==> src/rtl/uart_pkg.sv <==
// Shared UART types: parity selection, transmitter FSM states and the parity helper.
package uart_pkg;

  typedef enum logic [1:0] {
    PARITY_NONE = 2'd0,
    PARITY_EVEN = 2'd1,
    PARITY_ODD  = 2'd2
  } parity_t;

  typedef enum logic [2:0] {
    ST_IDLE   = 3'd0,
    ST_START  = 3'd1,
    ST_DATA   = 3'd2,
    ST_PARITY = 3'd3,
    ST_STOP   = 3'd4
  } tx_state_t;

  localparam int MAX_DATA_BITS = 9;

  // Word must be zero-extended by the caller so unused upper bits do not disturb the XOR.
  function automatic logic parity_bit(input logic [MAX_DATA_BITS-1:0] word, input parity_t mode);
    return (^word) ^ (mode == PARITY_ODD);
  endfunction

endpackage

==> src/rtl/uart_tx_framer_if.sv <==
// Producer-side valid/ready handshake carrying one UART payload word.
interface uart_tx_framer_if #(
  parameter int DATA_BITS = 8
);
  logic                 in_valid;
  logic [DATA_BITS-1:0] in_data;
  logic                 in_ready;

  modport master (output in_valid, output in_data, input in_ready);
  modport slave  (input in_valid, input in_data, output in_ready);
endinterface

==> src/rtl/uart_tx_fifo.sv <==
// Synchronous FIFO buffering payload words ahead of the transmitter FSM.
module uart_tx_fifo #(
  parameter int WIDTH = 8,
  parameter int DEPTH = 16
) (
  input  logic                     clk,
  input  logic                     reset,
  input  logic                     i_push,
  input  logic [WIDTH-1:0]         i_wr_data,
  input  logic                     i_pop,
  output logic [WIDTH-1:0]         o_rd_data,
  output logic                     o_full,
  output logic                     o_empty,
  output logic [$clog2(DEPTH):0]   o_count
);
  localparam int AW = $clog2(DEPTH);
  localparam int CW = AW + 1;
  localparam logic [CW-1:0] FULL_CNT = CW'(DEPTH);

  logic [WIDTH-1:0] r_mem [DEPTH];
  logic [AW-1:0]    r_wr_ptr;
  logic [AW-1:0]    r_rd_ptr;
  logic [CW-1:0]    r_count;
  logic             w_push;
  logic             w_pop;

  // Push is judged against occupancy before any same-cycle pop.
  assign o_full    = (r_count == FULL_CNT);
  assign o_empty   = (r_count == '0);
  assign o_count   = r_count;
  assign o_rd_data = r_mem[r_rd_ptr];
  assign w_push    = i_push && !o_full;
  assign w_pop     = i_pop && !o_empty;

  always_ff @(posedge clk or posedge reset) begin
    if (reset) begin
      r_wr_ptr <= '0;
      r_rd_ptr <= '0;
      r_count  <= '0;
    end else begin
      if (w_push) r_wr_ptr <= r_wr_ptr + 1'b1;
      if (w_pop)  r_rd_ptr <= r_rd_ptr + 1'b1;
      case ({w_push, w_pop})
        2'b10:   r_count <= r_count + 1'b1;
        2'b01:   r_count <= r_count - 1'b1;
        default: r_count <= r_count;
      endcase
    end
  end

  always_ff @(posedge clk) begin
    if (w_push) r_mem[r_wr_ptr] <= i_wr_data;
  end

endmodule

==> src/rtl/uart_tx_framer.sv <==
// UART transmit framer: start, DATA_BITS payload LSB first, optional parity, STOP_BITS stops.
// Define UART_TX_FIFO_EN to buffer FIFO_DEPTH words ahead of the line; default is one word.
module uart_tx_framer
  import uart_pkg::*;
#(
  parameter int      BAUD_RATE  = 115200,
  parameter int      CLOCK_RATE = 25_000_000,
  parameter int      DATA_BITS  = 8,
  parameter parity_t PARITY     = PARITY_NONE,
  parameter int      STOP_BITS  = 1,
  parameter int      FIFO_DEPTH = 16
) (
  input  logic              clk,
  input  logic              reset,
  uart_tx_framer_if.slave   s_in,
  output logic              uart_tx,
  output logic              busy
);
  localparam int DIVIDER = CLOCK_RATE / BAUD_RATE;
  localparam int CNT_W   = (DIVIDER < 2) ? 1 : $clog2(DIVIDER);
  localparam logic [CNT_W-1:0] CNT_LAST  = CNT_W'(DIVIDER - 1);
  localparam logic [3:0]       DATA_LAST = 4'(DATA_BITS - 1);
  localparam logic [3:0]       STOP_LAST = 4'(STOP_BITS - 1);

  if (DIVIDER < 2) begin : g_bad_divider
    $error("uart_tx_framer: CLOCK_RATE/BAUD_RATE must be at least 2");
  end
  if (DATA_BITS < 5 || DATA_BITS > 9 || STOP_BITS < 1 || STOP_BITS > 2) begin : g_bad_frame
    $error("uart_tx_framer: DATA_BITS must be 5..9 and STOP_BITS 1 or 2");
  end
  if (FIFO_DEPTH < 2 || (FIFO_DEPTH & (FIFO_DEPTH - 1)) != 0
      || !(PARITY inside {PARITY_NONE, PARITY_EVEN, PARITY_ODD})) begin : g_bad_cfg
    $error("uart_tx_framer: FIFO_DEPTH must be a power of two >= 2 and PARITY a known mode");
  end

  tx_state_t            r_state;
  logic [CNT_W-1:0]     r_cnt;
  logic [3:0]           r_bit;
  logic [DATA_BITS-1:0] r_shift;
  logic                 r_par;
  logic                 r_tx;
  logic                 r_alive;

  logic                 w_tick;
  logic                 w_stop_end;
  logic                 w_fsm_ready;
  logic                 w_avail;
  logic                 w_take;
  logic                 w_queued;
  logic [DATA_BITS-1:0] w_word;

  assign w_tick      = (r_cnt == CNT_LAST);
  assign w_stop_end  = (r_state == ST_STOP) && w_tick && (r_bit == STOP_LAST);
  // The final stop-bit cycle behaves like IDLE so a waiting word follows with no gap.
  assign w_fsm_ready = r_alive && ((r_state == ST_IDLE) || w_stop_end);
  assign w_take      = w_avail && w_fsm_ready;

`ifdef UART_TX_FIFO_EN
  logic                        w_full;
  logic                        w_empty;
  logic [$clog2(FIFO_DEPTH):0] w_count;

  uart_tx_fifo #(
    .WIDTH (DATA_BITS),
    .DEPTH (FIFO_DEPTH)
  ) u_fifo (
    .clk       (clk),
    .reset     (reset),
    .i_push    (s_in.in_valid && s_in.in_ready),
    .i_wr_data (s_in.in_data),
    .i_pop     (w_take),
    .o_rd_data (w_word),
    .o_full    (w_full),
    .o_empty   (w_empty),
    .o_count   (w_count)
  );

  assign s_in.in_ready = r_alive && !w_full;
  assign w_avail       = !w_empty;
  assign w_queued      = (w_count != '0);
`else
  assign s_in.in_ready = w_fsm_ready;
  assign w_avail       = s_in.in_valid;
  assign w_word        = s_in.in_data;
  assign w_queued      = 1'b0;
`endif

  assign uart_tx = r_tx;
  assign busy    = (r_state != ST_IDLE) || w_queued;

  // Payload shifter: loaded on handshake, advanced once per transmitted data bit.
  always_ff @(posedge clk) begin
    if (w_take) begin
      r_shift <= w_word;
      r_par   <= parity_bit(MAX_DATA_BITS'(w_word), PARITY);
    end else if ((r_state == ST_DATA) && w_tick) begin
      r_shift <= r_shift >> 1;
    end
  end

  always_ff @(posedge clk or posedge reset) begin
    if (reset) begin
      r_state <= ST_IDLE;
      r_cnt   <= '0;
      r_bit   <= '0;
      r_tx    <= 1'b1;
      r_alive <= 1'b0;
    end else begin
      r_alive <= 1'b1;
      r_cnt   <= ((r_state == ST_IDLE) || w_tick) ? '0 : r_cnt + 1'b1;
      case (r_state)
        ST_IDLE: begin
          if (w_take) begin
            r_state <= ST_START;
            r_tx    <= 1'b0;
          end
        end
        ST_START: begin
          if (w_tick) begin
            r_state <= ST_DATA;
            r_bit   <= '0;
            r_tx    <= r_shift[0];
          end
        end
        ST_DATA: begin
          if (w_tick) begin
            if (r_bit == DATA_LAST) begin
              r_bit <= '0;
              if (PARITY == PARITY_NONE) begin
                r_state <= ST_STOP;
                r_tx    <= 1'b1;
              end else begin
                r_state <= ST_PARITY;
                r_tx    <= r_par;
              end
            end else begin
              r_bit <= r_bit + 1'b1;
              r_tx  <= r_shift[1];
            end
          end
        end
        ST_PARITY: begin
          if (w_tick) begin
            r_state <= ST_STOP;
            r_tx    <= 1'b1;
          end
        end
        ST_STOP: begin
          if (w_tick) begin
            if (r_bit == STOP_LAST) begin
              r_bit <= '0;
              if (w_take) begin
                r_state <= ST_START;
                r_tx    <= 1'b0;
              end else begin
                r_state <= ST_IDLE;
                r_tx    <= 1'b1;
              end
            end else begin
              r_bit <= r_bit + 1'b1;
            end
          end
        end
        default: begin
          r_state <= ST_IDLE;
          r_tx    <= 1'b1;
        end
      endcase
    end
  end

endmodule

==> src/flat_wrapper.sv <==
// flat-port wrapper written by rule: the top's interface ports become plain ports
module uart_tx_framer_flat import uart_pkg::*;
#(
  parameter int      BAUD_RATE  = 115200,
  parameter int      CLOCK_RATE = 25_000_000,
  parameter int      DATA_BITS  = 8,
  parameter parity_t PARITY     = PARITY_NONE,
  parameter int      STOP_BITS  = 1,
  parameter int      FIFO_DEPTH = 16
)
  (clk, reset, uart_tx, busy, s_in_in_valid, s_in_in_data, s_in_in_ready);
  uart_tx_framer_if #(.DATA_BITS(DATA_BITS)) s_in_i ();
  input  logic clk;
  input  logic reset;
  output logic uart_tx;
  output logic busy;
  input wire logic [$bits(s_in_i.in_valid)-1:0] s_in_in_valid;
  input wire logic [$bits(s_in_i.in_data)-1:0] s_in_in_data;
  output wire logic [$bits(s_in_i.in_ready)-1:0] s_in_in_ready;
  assign s_in_i.in_valid = s_in_in_valid;
  assign s_in_i.in_data = s_in_in_data;
  assign s_in_in_ready = s_in_i.in_ready;
  uart_tx_framer #(.BAUD_RATE(BAUD_RATE), .CLOCK_RATE(CLOCK_RATE), .DATA_BITS(DATA_BITS), .PARITY(PARITY), .STOP_BITS(STOP_BITS), .FIFO_DEPTH(FIFO_DEPTH)) u_core (.clk(clk), .reset(reset), .s_in(s_in_i), .uart_tx(uart_tx), .busy(busy));
endmodule
==> config.mk <==
export PLATFORM = sky130hd
export DESIGN_NAME = uart_tx_framer_flat
export DESIGN_NICKNAME = d
export VERILOG_FILES = /design/src/rtl/uart_pkg.sv /design/src/rtl/uart_tx_framer_if.sv /design/src/rtl/uart_tx_fifo.sv /design/src/rtl/uart_tx_framer.sv /design/src/flat_wrapper.sv
export SDC_FILE = /design/constraint.sdc
export NUM_CORES = 1
export LEC_CHECK = 0
export CAP_MARGIN = 40
export CORE_MARGIN = 10
export CORE_UTILIZATION = 40
export CTS_BUF_LIST = sky130_fd_sc_hd__clkbuf_4 sky130_fd_sc_hd__clkbuf_8
export DETAILED_ROUTE_END_ITERATION = 10
export PLACE_DENSITY = 0.56
export SYNTH_ARGS = -nofsm -noshare
export SYNTH_HDL_FRONTEND = slang
export SYNTH_HIERARCHICAL = 1
export SYNTH_SLANG_ARGS = --single-unit
==> constraint.sdc <==
create_clock -name clk -period 5.57 [get_ports clk]
set_clock_uncertainty 0.05 [all_clocks]
set_input_delay 0.557 -clock clk [delete_from_list [all_inputs] [get_ports clk]]
set_output_delay 0.557 -clock clk [all_outputs]
set_load 0.02 [all_outputs]
After elaboration in Yosys (flattened, before gate mapping)
Cells that the tools add are included.
{"block": "word_totals", "reg_bits": 25, "output_inout_bits": 3, "elab_cells": 63}
{"block": "op_classes", "addsub": 2, "n_eq_ne": 13, "n_mux": 27, "n_reduce_logical": 15}
{"op": "$mux 8", "n": 3}
{"op": "$mux 3", "n": 7}
{"op": "$mux 4", "n": 5}
{"op": "$pmux 3 s5", "n": 1}
{"op": "$pmux 4 s3", "n": 1}
{"op": "$ne 2x1->1 const B", "n": 5}
{"op": "$mux 1", "n": 9}
{"op": "$add 8x1->8 const B", "n": 1}
{"op": "$eq 8x8->1 const B", "n": 1}
{"op": "$reduce_and 7->1", "n": 1}
{"op": "$eq 3x2->1 const B", "n": 2}
{"op": "$reduce_and 6->1", "n": 1}
{"op": "$reduce_bool 3->1", "n": 2}
{"op": "$logic_and 1x1->1", "n": 5}
{"op": "$pmux 1 s5", "n": 1}
{"op": "$add 4x1->4 const B", "n": 1}
{"op": "$eq 4x3->1 const B", "n": 1}
{"op": "$logic_not 4->1", "n": 1}
{"op": "$ne 2x2->1 const B", "n": 2}
{"op": "$reduce_and 4->1", "n": 1}
{"op": "$eq 3x1->1 const B", "n": 1}
{"op": "$eq 3x3->1 const B", "n": 1}
{"op": "$logic_not 3->1", "n": 1}
{"op": "$logic_or 1x1->1", "n": 2}
{"op": "$reduce_bool 2->1", "n": 1}

Depth between registers and ports, before layout
Gate-level depths: netlist (run 1).
{"block": "depth", "word_depth": 10, "ltp_mapped": 6, "ltp_nobuf": 6}

Least setup slack after synthesis (run 1)
OpenSTA, ideal clock, no wires.
{"block": "synth_path", "path_type": "reg-to-reg", "start": "register u_core.r_cnt[0]", "end": "register u_core.r_shift[0] (enable)", "setup_time_ps": 384, "arrival_time_ps": 1781, "required_ps": 5136, "path_slack_ps": 3355, "path_stages_with_launch": 6, "n_path_buf": 0, "cell_sequence": "dfrtp_1 inv_1 ha_1 nand3b_1 or2_2 o21ai_0"}
{"block": "synth_between", "elab_chain_len": 7, "elab_cells_between_ends": 8}
{"item": "start: declaration", "line_no": "uart_tx_framer.sv:37", "source": "logic [CNT_W-1:0] r_cnt;"}
{"item": "start signal: assignment", "line_no": "uart_tx_framer.sv:110", "source": "r_cnt <= ((r_state == ST_IDLE) || w_tick) ? '0 : r_cnt + 1'b1;"}
{"item": "$eq 8x8->1 *", "line_no": "uart_tx_framer.sv:52", "source": "assign w_tick = (r_cnt == CNT_LAST);"}
{"item": "$logic_and 1x1->1 (2 in series)", "line_no": "uart_tx_framer.sv:53", "source": "assign w_stop_end = (r_state == ST_STOP) && w_tick && (r_bit == STOP_LAST);"}
{"item": "$logic_or 1x1->1", "line_no": "uart_tx_framer.sv:55", "source": "assign w_fsm_ready = r_alive && ((r_state == ST_IDLE) || w_stop_end);"}
{"item": "$logic_and 1x1->1", "line_no": "uart_tx_framer.sv:55"}
{"item": "$logic_and 1x1->1", "line_no": "uart_tx_framer.sv:56", "source": "assign w_take = w_avail && w_fsm_ready;"}
{"item": "$reduce_bool 2->1 (no source line) *"}
{"item": "end signal: assignment", "line_no": "uart_tx_framer.sv:94", "source": "r_shift <= w_word;"}
{"item": "end signal: assignment", "line_no": "uart_tx_framer.sv:97", "source": "r_shift <= r_shift >> 1;"}
{"item": "end: declaration", "line_no": "uart_tx_framer.sv:39", "source": "logic [DATA_BITS-1:0] r_shift;"}
Mark *: on every way between the ends. The rest lies on a longest branch, timed or not.
A chain may end at the register's enable or synchronous reset.

Final worst setup path (run 1)
{"block": "layout_path", "start": "register u_core.r_bit[0]", "end": "output port s_in_in_ready"}
{"block": "layout_between", "elab_chain_len": 4}
{"item": "start: declaration", "line_no": "uart_tx_framer.sv:38", "source": "logic [3:0] r_bit;"}
{"item": "start signal: assignment", "line_no": "uart_tx_framer.sv:137", "source": "r_bit <= r_bit + 1'b1;"}
{"item": "start signal: assignment", "line_no": "uart_tx_framer.sv:160", "source": "r_bit <= r_bit + 1'b1;"}
{"item": "$logic_not 4->1", "line_no": "uart_tx_framer.sv:53"}
{"item": "$logic_and 1x1->1", "line_no": "uart_tx_framer.sv:53"}
{"item": "$logic_or 1x1->1", "line_no": "uart_tx_framer.sv:55"}
{"item": "$logic_and 1x1->1", "line_no": "uart_tx_framer.sv:55"}
{"item": "end: declaration", "line_no": "flat_wrapper.sv:19", "source": "output wire logic [$bits(s_in_i.in_ready)-1:0] s_in_in_ready;"}
Every way passes these cells.

==> results.json, run 1 <==
{
  "tritoncts.num_buffers": 3,
  "ys.warnings.count": 6,
  "drt-total-wl_um": 2620,
  "synth_area_leaders": "sky130_fd_sc_hd__dfrtp_1, sky130_fd_sc_hd__edfxtp_1, sky130_fd_sc_hd__o21ai_0",
  "power_per_cell_area_mw_per_mm2": 178,
  "netlist_instances": 128,
  "rsz0062_at_grt": "false",
  "floorplan.core_area_mm2": 0.00334,
  "ys_seq_elements": 25,
  "crit_type": "register to output port",
  "worst-endpoint-required_ps": 4960,
  "hold_fix_buffers_cts": 0,
  "place.detailed.instances": 185,
  "gr-usage-all-layers": 0.0906,
  "clock-sinks": 25,
  "layoutNonFillerInstCount": 189,
  "critical_path.n_buffers_inverters": 2,
  "routabilityCongestion": 0.855,
  "power_switching_share": 0.205,
  "post_route_cells_drive_above_1_share": 0.140,
  "final_common_cell": "sky130_fd_sc_hd__dfrtp_1",
  "clk_root_buffer_cell": "sky130_fd_sc_hd__clkbuf_4",
  "proportion_of_synthesized_flip_flops_having_asynchronous_set_or_reset": 0.680,
  "number_of_nets_in_the_synthesized_netlist": 143,
  "met3_wirelength_um": 120,
  "maximum_number_of_pins_on_one_net_before_global_route_repair": 18,
  "regArea_um2": 667,
  "tritoncts": "done",
  "postSynthAreaPerCell_um2": 10.8,
  "route.met2.wl_um": 1220,
  "power_leakage_nw": 0.601,
  "first_global_vias": 946,
  "final-hold-violation-count": 0,
  "power_switching_uw": 57.2,
  "maxSlewHeadroom": 0.560,
  "floorplan.rows": 21,
  "synth_cell_type_count": 37,
  "worstSkewPairLatency_ps": 310,
  "total_power_consumption_uw": 279,
  "post_synth_instance_area_mm2": 0.00138,
  "numPortBuffers": 13,
  "routed-via-count": 972,
  "max_clock_freq_mhz": 328,
  "cts_resized": 0,
  "startpoint_type": "register",
  "timing.critical_path.arrival_ps": 2440,
  "setup_viol": 0,
  "placedInstanceArea_mm2": 0.00154,
  "timing_worst_slew_pin_value_ps": 660,
  "max_capacitance_violation_count": 0,
  "dpl.hpwl_um": 2000,
  "ctsLongestPathBuffers": 2,
  "ir_drop_uv": 105,
  "antenna_found_initial": 0,
  "comb_power_share": 0.037,
  "highest_layer": "met4",
  "grt_overflow_total": 0,
  "syn2layout_area_growth_pct": 13.7,
  "multi_input_comb_area_um2": 646,
  "route.detailed.drc": 0,
  "yosysSeqAreaShare": 0.484,
  "cts.repair_timing.setup_buffer_count": 0,
  "die_w_um": 78.7,
  "worst_path_max_delay_cell": "sky130_fd_sc_hd__clkdlybuf4s50_1",
  "global_route_wire_length_before_repair_um": 4510,
  "p_int_uw": 222,
  "cpLargestDelayFamily": "buffers and inverters",
  "most-common-layout-cells": "sky130_fd_sc_hd__dfrtp_1, sky130_fd_sc_hd__clkdlybuf4s50_1, sky130_fd_sc_hd__o21ai_0, sky130_fd_sc_hd__nor2_1",
  "detail_route.wirelength.met1_um": 1250,
  "antenna-diode-count": 0,
  "final.min_clock_period_ps": 3050,
  "synthDominantAreaCellType": "sky130_fd_sc_hd__dfrtp_1",
  "initialDrtViolationCount": 28,
  "maxSlewViolCount": 0,
  "fin_tns_setup_ps": 0,
  "synth_enable_flop_cells": 8,
  "max_stage_delay_ps": 600,
  "synth_ff_type": "sky130_fd_sc_hd__dfrtp_1",
  "path_cells": "inv_1, ha_1, or3b_4, o31ai_4, and3_2, clkdlybuf4s50_1",
  "setup.worst_path.end_class": "output port",
  "clk_pin_slew_ps": 130,
  "ios": 14,
  "clkPwrFrac": 0.285,
  "yosys.area.top_type_share": 0.291,
  "n_fill_cell": 329,
  "fp.dieH_um": 78.7,
  "initial_utilization": 0.413,
  "crit_path_max_fanout": 5,
  "net_total_in_the_final_layout": 159,
  "fin_crit_sh": 0.547,
  "wl_per_cell_um": 13.8,
  "seq_power_share": 0.678,
  "worstHoldPathType": "register to register",
  "final.setup.worst_slack_ps": 2520,
  "viasPerCell": 5.14,
  "outcome": "completed",
  "drtPass1Iterations": 4,
  "pre_cts_slack_ps": 2880,
  "die_area_mm2": 0.00619,
  "maximum_level_of_the_cts_h_tree": 1,
  "postRouteAntennaNets": 0,
  "stdcell_area_mm2": 0.00157
}
[per-layer routing]
metal,GRT usage,up-vias
met5,0,-
met4,0.0430,0
met3,0.0228,2
met2,0.138,24
met1,0.117,467
li1,-,479
[power by group through the flow]
stage          sequential, mW  combinational, mW  clock, mW
3_5_place_dp            0.193             0.0107          0
4_1_cts                 0.189             0.0107     0.0853
5_1_grt                 0.190             0.0116     0.0962
2_1_floorplan           0.193            0.00258          0
3_3_place_gp            0.193             0.0106          0
6_report                0.189             0.0104     0.0796
[logic make-up after synthesis]
kind of cell / synth area share
fa+ha+maj: 0.0363
buf+inv: 0.0472
mux: 0.0654
compound gates: 0.113
xor+xnor: 0.0572
flops: 0.484
other cells: 0.00272
simple gates: 0.194
[metrics by stage]
step | util | hold slack (ps)
6_report | 0.469 | 493
5_1_grt | 0.469 | 527
4_1_cts | 0.469 | 494
3_5_place_dp | 0.461 | 476
3_3_place_gp | 0.460 | 461
2_1_floorplan | - | 432
[worst register-to-register path: cells and delay by family, from the launching register on]
family | cells | cell delay, ps
AOI/OAI and AO/OA | 1 | 540
adders and majority gates | 1 | 130
buffers and inverters | 2 | 360
DFF | 1 | 450
and+or+nand+nor | 2 | 690
[synth_stat cells, drive strengths merged, types with 2 or more instances]
cell type / n
a211o: 2
a31oi: 2
and3: 4
clkbuf: 3
dfrtp: 16
edfxtp: 8
ha: 4
inv: 9
mux2: 7
nand2: 9
nand3: 9
nand3b: 2
nand4: 2
nor2: 11
nor3: 2
o21ai: 13
or2: 2
xnor2: 3
xor2: 6
[cell type report]
cell class                 count  share of cell area
sequential                    25               0.426
clock buffer                   3              0.0144
multi-input combinational     91               0.412
inverter                       9              0.0216
tap                           46              0.0367
clock inverter                 1             0.00319
timing repair buffer          14              0.0863
[sequential cells by signal, summed over array words and instances, names as in the netlist]
register,cells
u_core/r_cnt,8
u_core/r_state,3
u_core/r_bit,4
u_core/r_shift,8
u_core/uart_tx,1
u_core/r_alive,1
[final timing paths]
| kind | start | end | slack, ps | cells after the start |
|---|---|---|---|---|
| max | u_core/r_bit[0] | s_in_in_ready | 2520 | 6 |
| min | u_core/r_cnt[0] | u_core/r_cnt[0] | 490 | 1 |
| max reg2reg | u_core/r_cnt[0] | u_core/r_shift[4] | 3090 | 6 |
| min reg2reg | u_core/r_cnt[0] | u_core/r_cnt[0] | 490 | 1 |
| max in group asynchronous | reset | u_core/r_cnt[4] | 4490 | 2 |
| min in group asynchronous | reset | u_core/r_cnt[6] | 570 | 2 |
No activity file was read; power rests on OpenSTA's default activity.
==> inputs of run 2 (changes only) <==
==> constraint.sdc (replaced) <==
create_clock -name clk -period 3.17 [get_ports clk]
set_clock_uncertainty 0.05 [all_clocks]
set_input_delay 0.317 -clock clk [delete_from_list [all_inputs] [get_ports clk]]
set_output_delay 0.317 -clock clk [all_outputs]
set_load 0.02 [all_outputs]
==> run 2 against run 1 <==
Die area stayed put; clock power is 87% higher; via count is 1.2% lower; critical path type unchanged; largest cell class unchanged; highest routed layer unchanged; critical endpoint unchanged.
==> results.json, run 2 (same netlist as run 1, synthesis figures left out) <==
{
  "clk_root_buffer_cell": "sky130_fd_sc_hd__clkbuf_4",
  "startpoint_type": "register",
  "numPortBuffers": 13,
  "tritoncts": "done",
  "maximum_number_of_pins_on_one_net_before_global_route_repair": 18,
  "reg2reg_setup_slack_ps": 730,
  "drtPass1Iterations": 5,
  "global_route_wire_length_before_repair_um": 4390,
  "die_area_mm2": 0.00619,
  "timing.critical_path.arrival_ps": 2490,
  "final-hold-violation-count": 0,
  "fin_tns_setup_ps": 0,
  "routed-via-count": 960,
  "worst_r2r_path_depth": 7,
  "maximum_level_of_the_cts_h_tree": 1,
  "ir_drop_uv": 181,
  "final_common_cell": "sky130_fd_sc_hd__dfrtp_1",
  "maxSlewViolCount": 0,
  "antenna-diode-count": 0,
  "worst-endpoint-required_ps": 2800,
  "dpl.hpwl_um": 2000,
  "syn2layout_area_growth_pct": 13.9,
  "antenna_found_initial": 0,
  "fin_crit_sh": 0.902,
  "fp.dieH_um": 78.7,
  "outcome": "completed",
  "max_clock_freq_mhz": 350,
  "worstSkewPairLatency_ps": 320,
  "worstHoldPathType": "input port to asynchronous set/reset pin",
  "max_capacitance_violation_count": 0,
  "floorplan.rows": 21,
  "final.min_clock_period_ps": 2860,
  "hold_fix_buffers_cts": 0,
  "comb_power_share": 0.036,
  "setup.worst_path.end_class": "output port",
  "crit_type": "register to output port",
  "power_switching_uw": 109,
  "wl_per_cell_um": 13.7,
  "drt-total-wl_um": 2590,
  "tritoncts.num_buffers": 3,
  "floorplan.core_area_mm2": 0.00334,
  "grt_overflow_total": 0,
  "most-common-layout-cells": "sky130_fd_sc_hd__dfrtp_1, sky130_fd_sc_hd__clkdlybuf4s50_1, sky130_fd_sc_hd__o21ai_0, sky130_fd_sc_hd__nor2_1",
  "ctsLongestPathBuffers": 2,
  "cts_resized": 0,
  "biggest_regs": "u_core/r_cnt x8, u_core/r_shift x8, u_core/r_bit x4",
  "crit_path_max_fanout": 5,
  "power_switching_share": 0.217,
  "postRouteAntennaNets": 0,
  "p_int_uw": 392,
  "gr-usage-all-layers": 0.0868,
  "setup_viol": 0,
  "cts.repair_timing.setup_buffer_count": 0,
  "timing_worst_slew_pin_value_ps": 645,
  "initial_utilization": 0.413,
  "clock-sinks": 25,
  "ios": 14,
  "maxSlewHeadroom": 0.569,
  "routabilityCongestion": 0.859,
  "power_per_cell_area_mw_per_mm2": 319,
  "initialDrtViolationCount": 36,
  "power_leakage_nw": 0.597,
  "post-route-util": 0.470,
  "net_total_in_the_final_layout": 159,
  "route.detailed.drc": 0,
  "die_w_um": 78.7,
  "first_global_vias": 978,
  "clk_pin_slew_ps": 140,
  "viasPerCell": 5.08,
  "clkPwrFrac": 0.298,
  "rsz0062_at_grt": "false",
  "post_route_cells_drive_above_1_share": 0.140,
  "seq_power_share": 0.665
}
[run 2: changes by cell type in the layout (fill, tap and decap cells not counted)]
cell and delta:
sky130_fd_sc_hd__clkinv_2 -1, sky130_fd_sc_hd__clkinvlp_4 +1
[run 2: final timing paths]
check / startpoint / to
max in group asynchronous: reset / u_core/r_bit[1]
worst max-delay path: u_core/r_bit[0] / s_in_in_ready
worst min register to register: u_core/r_cnt[0] / u_core/r_cnt[0]
worst min-delay path: reset / u_core/r_cnt[6]
worst max register to register: u_core/r_bit[0] / u_core/r_shift[5]
min in group clk: u_core/r_cnt[0] / u_core/r_cnt[0]
[run 2: cell type report]
class / instances / area [um2]
fillers: 327 / 1770
flip-flops and latches: 25 / 667
inverters: 9 / 33.8
clock buffers: 3 / 22.5
well taps: 46 / 57.6
clock inverters: 1 / 7.51
repair buffers: 14 / 135
multi-input cells: 91 / 646
[run 2: worst max-delay path: stages, from the launching register on]
cell and delay, ps:
sky130_fd_sc_hd__dfrtp_1 450, sky130_fd_sc_hd__inv_1 70, sky130_fd_sc_hd__ha_1 150, sky130_fd_sc_hd__or3b_4 410, sky130_fd_sc_hd__o31ai_4 280, sky130_fd_sc_hd__and3_2 220, sky130_fd_sc_hd__clkdlybuf4s50_1 600
[run 2: power by group through the flow]
stage | logic (mW) | clock network [mW] | registers, mW
2_1_floorplan | 0.00453 | 0 | 0.339
3_3_place_gp | 0.0184 | 0 | 0.339
3_5_place_dp | 0.0189 | 0 | 0.339
4_1_cts | 0.0190 | 0.157 | 0.333
5_1_grt | 0.0202 | 0.173 | 0.333
6_report | 0.0182 | 0.149 | 0.333
[run 2: layer usage]
metal / track usage / up-vias / wire length [um]
met5: 0 / - / 0
met4: 0.0412 / 0 / 22
met3: 0.0239 / 4 / 86
met2: 0.143 / 18 / 1220
met1: 0.102 / 460 / 1260
li1: - / 478 / -
[run 2: through the flow]
stage | std cells | setup slack, ps | hold WS (ps) | cell area [um2] | total power, mW
after global placement | 184 | 666 | 456 | 1530 | 0.358
after global routing | 189 | 175 | 341 | 1570 | 0.527
after detailed placement | 185 | 686 | 468 | 1540 | 0.358
after CTS | 189 | 283 | 324 | 1570 | 0.509
after floorplan | 128 | 955 | 192 | 1380 | 0.344
final | 189 | 311 | 304 | 1570 | 0.500
==> inputs of run 3 (changes only) <==
--- a/config.mk
+++ b/config.mk
@@ -6,11 +6,11 @@
 export NUM_CORES = 1
 export LEC_CHECK = 0
 export CAP_MARGIN = 40
-export CORE_MARGIN = 10
 export CORE_UTILIZATION = 40
 export CTS_BUF_LIST = sky130_fd_sc_hd__clkbuf_4 sky130_fd_sc_hd__clkbuf_8
 export DETAILED_ROUTE_END_ITERATION = 10
 export PLACE_DENSITY = 0.56
+export SLEW_MARGIN = 5
 export SYNTH_ARGS = -nofsm -noshare
 export SYNTH_HDL_FRONTEND = slang
 export SYNTH_HIERARCHICAL = 1
==> run 3 against run 2 <==
Die area is 41% lower; global-route usage is 8.0 points higher; fmax grew 0.62%.
==> results.json, run 3 (same netlist as run 1, synthesis figures left out) <==
{
  "rsz0062_at_grt": "false",
  "maximum_level_of_the_cts_h_tree": 1,
  "power_per_cell_area_mw_per_mm2": 321,
  "fp.dieH_um": 60.7,
  "floorplan.rows": 20,
  "multi_input_comb_area_um2": 646,
  "timing_worst_slew_pin_value_ps": 673,
  "grt_overflow_total": 0,
  "final_common_cell": "sky130_fd_sc_hd__dfrtp_1",
  "antenna-diode-count": 0,
  "startpoint_type": "register",
  "clk_root_buffer_cell": "sky130_fd_sc_hd__clkbuf_4",
  "tritoncts.num_buffers": 3,
  "ctsLongestPathBuffers": 2,
  "final.min_clock_period_ps": 2840,
  "ir_drop_uv": 162,
  "drt-total-wl_um": 2590,
  "cts_resized": 0,
  "fin_tns_setup_ps": 0,
  "antenna_found_initial": 0,
  "initial_utilization": 0.437,
  "ios": 14,
  "routabilityCongestion": 0.877,
  "gr-usage-all-layers": 0.167,
  "post-route-util": 0.497,
  "crit_type": "register to output port",
  "tritoncts": "done",
  "worstSkewPairLatency_ps": 320,
  "syn2layout_area_growth_pct": 13.7,
  "biggest_regs": "u_core/r_cnt x8, u_core/r_shift x8, u_core/r_bit x4",
  "routed-via-count": 956,
  "dpl.hpwl_um": 1900,
  "route.detailed.drc": 0,
  "regArea_um2": 667,
  "worst_path_max_delay_cell": "sky130_fd_sc_hd__clkdlybuf4s50_1",
  "worstHoldPathType": "input port to asynchronous set/reset pin",
  "postRouteAntennaNets": 0,
  "maxSlewHeadroom": 0.551,
  "setup.worst_path.end_class": "output port",
  "max_capacitance_violation_count": 0,
  "clk_pin_slew_ps": 130,
  "global_route_wire_length_before_repair_um": 4400,
  "net_total_in_the_final_layout": 159,
  "wl_per_cell_um": 13.9,
  "n_fill_cell": 325,
  "numPortBuffers": 13,
  "drtPass1Iterations": 4,
  "max_clock_freq_mhz": 352,
  "first_global_vias": 925,
  "reg2reg_setup_slack_ps": 750,
  "max_stage_delay_ps": 600,
  "hold_fix_buffers_cts": 0,
  "die_w_um": 60.7,
  "floorplan.core_area_mm2": 0.00315,
  "maximum_number_of_pins_on_one_net_before_global_route_repair": 18,
  "viasPerCell": 5.11,
  "timing.critical_path.arrival_ps": 2470,
  "power_leakage_nw": 0.601,
  "clock-sinks": 25,
  "fin_crit_sh": 0.896,
  "outcome": "completed",
  "crit_path_max_fanout": 5,
  "worst-endpoint-required_ps": 2800,
  "final-hold-violation-count": 0,
  "setup_viol": 0,
  "die_area_mm2": 0.00368,
  "most-common-layout-cells": "sky130_fd_sc_hd__dfrtp_1, sky130_fd_sc_hd__clkdlybuf4s50_1, sky130_fd_sc_hd__o21ai_0, sky130_fd_sc_hd__nor2_1",
  "path_cells": "inv_1, ha_1, or3b_4, o31ai_4, and3_2, clkdlybuf4s50_1",
  "initialDrtViolationCount": 28,
  "maxSlewViolCount": 0,
  "cts.repair_timing.setup_buffer_count": 0,
  "post_route_cells_drive_above_1_share": 0.140
}
## run 3: cell count changes in the layout (fill, tap and decap cells not counted), sizes merged
| cell | delta |
|---|---|
| clkbuf | +1 |
| clkinvlp | -1 |
## run 3: worst max-delay path: cells and delay by family, from the launching register on
kind            cells  cell delay [ps]
simple gates        2              630
flops               1              450
buf+inv             2              680
fa+ha+maj           1              150
compound gates      1              270
## run 3: final timing paths
check                                startpoint  depth (start not counted)                end
worst min register to register  u_core/r_cnt[0]                          1    u_core/r_cnt[0]
worst max-delay path            u_core/r_bit[0]                          6      s_in_in_ready
min in group clk                u_core/r_cnt[0]                          1    u_core/r_cnt[0]
worst min-delay path                      reset                          2    u_core/r_cnt[7]
max in group asynchronous                 reset                          2    u_core/r_bit[0]
worst max register to register  u_core/r_bit[0]                          7  u_core/r_shift[7]
## run 3: area by class of cell
cell class / count / area share
Sequential cell: 25 / 0.426
Multi-Input combinational cell: 91 / 0.412
Timing Repair Buffer: 14 / 0.0863
Tap cell: 44 / 0.0351
Inverter: 9 / 0.0216
Clock buffer: 4 / 0.0192
## run 3: through the flow
stage	area, um2	std cells	power [mW]	hold WS, ps	worst slack, ps
after floorplan	1380	128	0.344	192	955
after global placement	1530	182	0.358	456	668
after detailed placement	1540	183	0.358	476	696
after CTS	1570	187	0.515	351	299
after global routing	1570	187	0.530	374	209
final	1570	187	0.502	328	328
## run 3: where the power goes
part | internal (mW) | leakage, nW | switching [mW] | total, mW
clock | 0.0578 | 0.0184 | 0.0931 | 0.151
combinational | 0.0113 | 0.325 | 0.00718 | 0.0185
sequential | 0.332 | 0.258 | 0.000742 | 0.333
## run 3: per-layer routing
layer | vias up | GRT usage | share of wire
met3 | 2 | 0.0320 | 0.039
met4 | 0 | 0.0584 | 0.0050
met5 | - | 0 | 0
met2 | 29 | 0.243 | 0.44
met1 | 442 | 0.246 | 0.52
li1 | 483 | - | -
